**src/rtl/fadd_share_arb.sv**
```systemverilog
// Round-robin front end that lets NUM_REQ requesters share one fixed-latency fadd pipeline.
// Results are steered back through a credit-protected FIFO, tagged with the issuing requester.
module fadd_share_arb #(
    parameter int NUM_REQ    = 4,
    parameter int EXPWIDTH   = 8,
    parameter int PRECISION  = 24,
    parameter int LATENCY    = 3,
    parameter int FIFO_DEPTH = 4
) (
    input  logic                              clk,
    input  logic                              rst_n,
    input  logic [NUM_REQ-1:0]                req_valid_i,
    output logic [NUM_REQ-1:0]                req_ready_o,
    input  logic [NUM_REQ*(EXPWIDTH+PRECISION)-1:0] req_a_i,
    input  logic [NUM_REQ*(EXPWIDTH+PRECISION)-1:0] req_b_i,
    input  logic [NUM_REQ*3-1:0]              req_rm_i,
    output logic                              fu_valid_o,
    output logic [EXPWIDTH+PRECISION-1:0]     fu_a_o,
    output logic [EXPWIDTH+PRECISION-1:0]     fu_b_o,
    output logic [2:0]                        fu_rm_o,
    input  logic                              fu_valid_i,
    input  logic [EXPWIDTH+PRECISION-1:0]     fu_result_i,
    input  logic [4:0]                        fu_fflags_i,
    output logic [NUM_REQ-1:0]                rsp_valid_o,
    input  logic [NUM_REQ-1:0]                rsp_ready_i,
    output logic [EXPWIDTH+PRECISION-1:0]     rsp_result_o,
    output logic [4:0]                        rsp_fflags_o
);
    localparam int W   = EXPWIDTH + PRECISION;
    localparam int IDW = (NUM_REQ > 1) ? $clog2(NUM_REQ) : 1;
    localparam int PW  = $clog2(FIFO_DEPTH);
    localparam int CW  = $clog2(FIFO_DEPTH + 1);

    function automatic logic [IDW-1:0] rr_next(input logic [IDW-1:0] id);
        return (int'(id) == NUM_REQ - 1) ? '0 : id + 1'b1;
    endfunction

    function automatic logic [PW-1:0] ptr_next(input logic [PW-1:0] p);
        return (int'(p) == FIFO_DEPTH - 1) ? '0 : p + 1'b1;
    endfunction

    logic [IDW-1:0] rr_ptr_q, rr_ptr_d;
    logic [CW-1:0]  credit_cnt_q, credit_cnt_d;
    logic           gnt_any;
    logic [IDW-1:0] gnt_id;

    logic [LATENCY-1:0] tag_vld_q;
    logic [IDW-1:0]     tag_id_q [LATENCY];

    logic [IDW-1:0] fifo_id_q  [FIFO_DEPTH];
    logic [W-1:0]   fifo_res_q [FIFO_DEPTH];
    logic [4:0]     fifo_flg_q [FIFO_DEPTH];
    logic [PW-1:0]  wr_ptr_q, rd_ptr_q;
    logic [CW-1:0]  cnt_q, cnt_d;
    logic           err_q;

    logic           push, pop, stray;
    logic [IDW-1:0] head_id;

    // Arbitration is gated by reset so nothing is offered while the unit is held in reset.
    always_comb begin
        gnt_any = 1'b0;
        gnt_id  = '0;
        if (rst_n && credit_cnt_q != '0) begin
            for (int i = NUM_REQ - 1; i >= 0; i--) begin
                if (req_valid_i[(int'(rr_ptr_q) + i) % NUM_REQ]) begin
                    gnt_any = 1'b1;
                    gnt_id  = IDW'((int'(rr_ptr_q) + i) % NUM_REQ);
                end
            end
        end
    end

    assign req_ready_o = gnt_any ? (NUM_REQ'(1) << gnt_id) : '0;
    assign fu_valid_o  = gnt_any;
    assign fu_a_o      = req_a_i[int'(gnt_id) * W +: W];
    assign fu_b_o      = req_b_i[int'(gnt_id) * W +: W];
    assign fu_rm_o     = req_rm_i[int'(gnt_id) * 3 +: 3];

    assign push    = fu_valid_i && tag_vld_q[LATENCY-1];
    assign stray   = fu_valid_i && !tag_vld_q[LATENCY-1];
    assign head_id = fifo_id_q[rd_ptr_q];
    assign pop     = (cnt_q != '0) && rsp_ready_i[head_id];

    assign rsp_valid_o  = (cnt_q != '0) ? (NUM_REQ'(1) << head_id) : '0;
    assign rsp_result_o = fifo_res_q[rd_ptr_q];
    assign rsp_fflags_o = fifo_flg_q[rd_ptr_q];

    always_comb begin
        rr_ptr_d     = gnt_any ? rr_next(gnt_id) : rr_ptr_q;
        credit_cnt_d = credit_cnt_q;
        cnt_d        = cnt_q;
        case ({gnt_any, pop})
            2'b10:   credit_cnt_d = credit_cnt_q - 1'b1;
            2'b01:   credit_cnt_d = credit_cnt_q + 1'b1;
            default: credit_cnt_d = credit_cnt_q;
        endcase
        case ({push, pop})
            2'b10:   cnt_d = cnt_q + 1'b1;
            2'b01:   cnt_d = cnt_q - 1'b1;
            default: cnt_d = cnt_q;
        endcase
    end

    always_ff @(posedge clk or negedge rst_n) begin
        if (!rst_n) begin
            rr_ptr_q     <= '0;
            credit_cnt_q <= CW'(FIFO_DEPTH);
            tag_vld_q    <= '0;
            wr_ptr_q     <= '0;
            rd_ptr_q     <= '0;
            cnt_q        <= '0;
            err_q        <= 1'b0;
        end else begin
            rr_ptr_q     <= rr_ptr_d;
            credit_cnt_q <= credit_cnt_d;
            tag_vld_q[0] <= gnt_any;
            for (int i = 1; i < LATENCY; i++) tag_vld_q[i] <= tag_vld_q[i-1];
            if (push) wr_ptr_q <= ptr_next(wr_ptr_q);
            if (pop)  rd_ptr_q <= ptr_next(rd_ptr_q);
            cnt_q        <= cnt_d;
            if (stray) err_q <= 1'b1;
        end
    end

    // Payload storage carries no reset; validity lives in the control registers above.
    always_ff @(posedge clk) begin
        tag_id_q[0] <= gnt_id;
        for (int i = 1; i < LATENCY; i++) tag_id_q[i] <= tag_id_q[i-1];
        if (push) begin
            fifo_id_q[wr_ptr_q]  <= tag_id_q[LATENCY-1];
            fifo_res_q[wr_ptr_q] <= fu_result_i;
            fifo_flg_q[wr_ptr_q] <= fu_fflags_i;
        end
    end
endmodule

```
**config.mk**
```make
export PLATFORM = sky130hd
export DESIGN_NAME = fadd_share_arb
export DESIGN_NICKNAME = d
export VERILOG_FILES = /design/src/rtl/fadd_share_arb.sv
export SDC_FILE = /design/constraint.sdc
export NUM_CORES = 1
export LEC_CHECK = 0
export ABC_CLOCK_PERIOD_IN_PS = 5620
export BUFFER_PORTS_ARGS = -buffer_cell sky130_fd_sc_hd__buf_2
export CORE_AREA = 2 2 167 169
export DETAILED_ROUTE_END_ITERATION = 10
export DIE_AREA = 0 0 169 171
export SKIP_LAST_GASP = 1
export SYNTH_ARGS = -nofsm -noshare
export SYNTH_HDL_FRONTEND = slang
export SYNTH_SLANG_ARGS = --single-unit
```
**constraint.sdc**
```tcl
create_clock -name clk -period 5.62 [get_ports clk]
set_clock_uncertainty 0.05 [all_clocks]
set_input_delay 0 -clock clk [delete_from_list [all_inputs] [get_ports clk]]
set_output_delay 0 -clock clk [all_outputs]
set_load 0.005 [all_outputs]
```
==> impl_metrics.py <==
metrics = {
    "timing": {
        "slew_viol_final": 0,
        "period_needed_ns": 3.29,
        "final.setup.tns_ns": 0,
        "relSlewSlack_pct": 28.6,
        "finalCritPeriodShare_pct": 58.5,
        "hold_violations": 0,
        "fmax_mhz": 304,
        "rsz0062_at_grt": "no",
        "setup_ws_ns": 2.33,
        "setup_viol": 0,
        "worst_pin_slew_ns": 1.07,
    },
    "route": {
        "wl_per_cell_um": 21.6,
        "totalWireLength_mm": 29.1,
        "drtPass1Iterations": 4,
        "via_per_inst": 4.74,
        "dr.first_iter.drc_count": 539,
        "via_count": 6401,
        "ant_nets": 0,
        "drc_errors": 0,
    },
    "layout": {
        "multi_input_area_um2": 3470,
        "fin_util_pct": 45.1,
        "area_growth_pct": 38.6,
        "finalNetCount": 1315,
        "fill_cells": 2539,
        "final-seq-area_um2": 5180,
        "layout_commonest_cell": "buf_2",
        "layout_common_cells": "buf_2, mux2i_1, edfxtp_1, dlygate4sd3_1, mux4_2",
        "final_layout_size_suffix_gt1_share_pct": 51.9,
    },
    "worst_setup_path": {
        "crit_arrival_ns": 3.59,
        "slowest_stage": "buf_4",
        "crit_path_frequent_cell": "xor2_1",
        "critPathLaunchType": "register",
        "slowest_delay_ns": 0.59,
        "ff2ff_setup_slack_ns": 2.33,
        "cp-end-kind": "register",
        "cp.required_ns": 5.92,
        "crit_fanout": 33,
        "r2r_end": "cnt_q[2]",
        "path_class": "register to register",
        "reg2reg_depth": 10,
        "worstPathCellList": "buf_4 -> mux2_2 -> mux2i_1 -> o22ai_4 -> ha_1 -> inv_1 -> fa_1 -> xor2_1 -> nor2_1 -> xor2_1",
        "timing.rr.start": "rd_ptr_q[0]",
    },
    "placed_design": {
        "portBuffers": 428,
        "pre_cts_ws_ns": 2.24,
        "dpl.hpwl_mm": 22.9,
        "gp_congestion": 0.912,
    },
    "die": {
        "die_h_um": 171,
        "ios": 429,
        "initial_utilization_pct": 32.6,
        "rows": 61,
        "core_area_um2": 27300,
        "fp.dieArea_um2": 28900,
        "die_w_um": 169,
    },
    "logic_synthesis": {
        "synth_top_family_by_area": "multiplexers",
        "synth-seq-cells": 177,
        "synth_cells": 529,
        "yosys_warnings": 0,
        "syn_avg_cell_area_um2": 16.8,
        "synth_cell_types": 38,
        "synthXorXnorAreaFrac_pct": 0.590,
        "synthMuxAreaShare_pct": 33.5,
        "synth_compound_area_share_pct": 1.50,
        "yosys.area_share.simple_pct": 1.42,
        "yosysSeqAreaShare_pct": 58.2,
        "synth.net_count": 856,
        "syn_area_um2": 8900,
        "yosys.area_share.adder_pct": 1.71,
    },
    "global_routing": {
        "grt_busiest_layer": "met2",
        "met3_usage_pct": 7.66,
        "grt.overflow.total": 0,
        "grt_use_met2_pct": 32.8,
        "track_usage_pct": 19.6,
        "grt_max_degree": 125,
        "grt_pass1_wl_mm": 40.9,
        "grt_util_met1_pct": 24.1,
        "grt_pass1_vias": 6596,
        "antenna_found_initial": 6,
    },
    "cts": {
        "post-cts-setup-buffers": 0,
        "cts.sinks": 177,
        "cts_tree": "done",
        "clk_pin_slew_ns": 0.07,
        "clockBufferDepth": 2,
        "cts_root_buf": "clkbuf_16",
        "cts_max_level": 4,
        "insertion_delay_ns": 0.42,
        "numCtsBuffers": 17,
    },
    "power": {
        "power_density_nw_per_um2": 415,
        "worst_ir_drop_vdd_uv": 246,
        "leakage_uw": 0.00569,
        "seq_power_share_pct": 34.8,
        "comb_power_share_pct": 42.1,
        "switching_share_pct": 32.8,
        "intPower_uw": 3440,
        "clkPwrFrac_pct": 23.1,
        "switching_power_uw": 1680,
    },
    "min_path": {
        "min_to": "tag_vld_q[0]",
        "min_from": "req_valid_i[3]",
        "hp-class": "primary input to register",
        "whs_path_depth": 3,
    },
    "status": {
        "status": "completed",
    },
    "flow_run": {
        "drv_cap": 0,
    },
}
[cell usage after synthesis]
cell type    n  area share, %
a21o_1       1          0.084
a21oi_1      3           0.17
a32oi_1      1          0.098
a41oi_1      1          0.098
and2_1       2           0.14
and3_1       4           0.28
buf_2        9           0.51
buf_4       16            1.3
buf_6        4           0.51
clkbuf_1     3           0.13
dfrtp_1     14            3.9
dfstp_2      1           0.30
dfxtp_1      6            1.3
edfxtp_1   156             53
fa_1         2           0.45
ha_1         9            1.3
inv_1       12           0.51
inv_2        1          0.042
mux2_2       6           0.76
mux2i_1    206             23
mux4_2      38            9.6
nand2_1      2          0.084
nor2_1       8           0.34
nor2b_1      3           0.21
nor3_1       2           0.11
nor4_1       1          0.070
o211ai_1     1          0.084
o21ai_0      2           0.11
o21ba_2      1           0.11
o21bai_1     1          0.084
o221ai_2     1           0.17
o22ai_4      1           0.22
o31a_1       1          0.098
o31ai_1      2           0.17
or2_4        1          0.098
or2b_1       1          0.084
xnor2_1      2           0.20
xor2_1       4           0.39
[power by group through the flow]
stage | Clock [uW] | Sequential [uW] | Combinational [uW]
detailed placement | 0 | 1810 | 2170
finish | 1190 | 1780 | 2160
floorplan | 0 | 1710 | 1470
global route | 1260 | 1810 | 2360
CTS | 1220 | 1790 | 2200
global placement | 0 | 1810 | 2150
[registers in the layout (all words and copies together), names as in the netlist]
signal        cells
fifo_res_q      128
tag_id_q          6
wr_ptr_q          2
rr_ptr_q          2
rd_ptr_q          2
tag_vld_q         3
credit_cnt_q      3
cnt_q             3
fifo_id_q         8
fifo_flg_q       20
[critical path, delay by kind of cell, from the launching register on]
family	cells	cell delay, ns
buffers and inverters	2	0.65
muxes	2	0.64
adders and majority gates	2	0.60
DFF	1	0.53
xor gates and xnor gates	2	0.33
AOI/OAI and AO/OA	1	0.27
and+or+nand+nor	1	0.13
[routing by layer]
layer | wire (um) | share of wire [%]
met2 | 14200 | 49
met4 | 271 | 0.93
met1 | 11600 | 40
met3 | 3010 | 10
met5 | 34 | 0.12
[per-stage QoR]
| stage | std cells | hold WS [ns] | area, um^2 | total power [uW] |
|---|---|---|---|---|
| 3_3_place_gp | 1275 | -0.0934 | 11300 | 3960 |
| 2_1_floorplan | 529 | -0.346 | 8900 | 3180 |
| 3_5_place_dp | 1275 | -0.0921 | 11300 | 3980 |
| 6_report | 1349 | 0.0242 | 12300 | 5120 |
| 4_1_cts | 1346 | 0.0139 | 12300 | 5200 |
| 5_1_grt | 1348 | 0.0204 | 12300 | 5430 |
[cells by family (layout without fill, tap and decap cells)]
group	after synthesis	in the layout
AND/OR/NAND/NOR	24	24
adder cells (fa/ha/maj)	11	11
flip-flops	177	177
AO/OA/AOI/OAI	16	16
multiplexers	250	250
other	0	3
buffers and inverters	45	516
XOR/XNOR	6	6
[what timing repair did]
item	in CTS	in global routing
resized for setup	0	0
endpoints found under the hold margin	165	0
endpoints found under the setup margin	0	0
hold buffers	40	0
[final cells by class]
cell class              count  area share (%)
flip-flops and latches    177            42.0
multi-input cells         307            28.1
repair buffers            472            21.0
well taps                 346            3.51
clock buffers              17            3.45
clock inverters            14            1.47
inverters                  13           0.416
diodes                      3          0.0609
[how the worst max path moves through the flow]
stage | startpoint | end | slack (ns) | cells after the start
2_1_floorplan | rd_ptr_q[0] | cnt_q[2] | 3.11 | 10
3_3_place_gp | rd_ptr_q[0] | cnt_q[2] | 2.32 | 10
3_5_place_dp | rd_ptr_q[0] | cnt_q[2] | 2.24 | 10
4_1_cts | rd_ptr_q[0] | cnt_q[2] | 2.23 | 10
5_1_grt | rd_ptr_q[0] | cnt_q[2] | 2.05 | 10
6_report | rd_ptr_q[0] | cnt_q[2] | 2.33 | 10
Note: power is estimated with default switching activity, not from simulation.
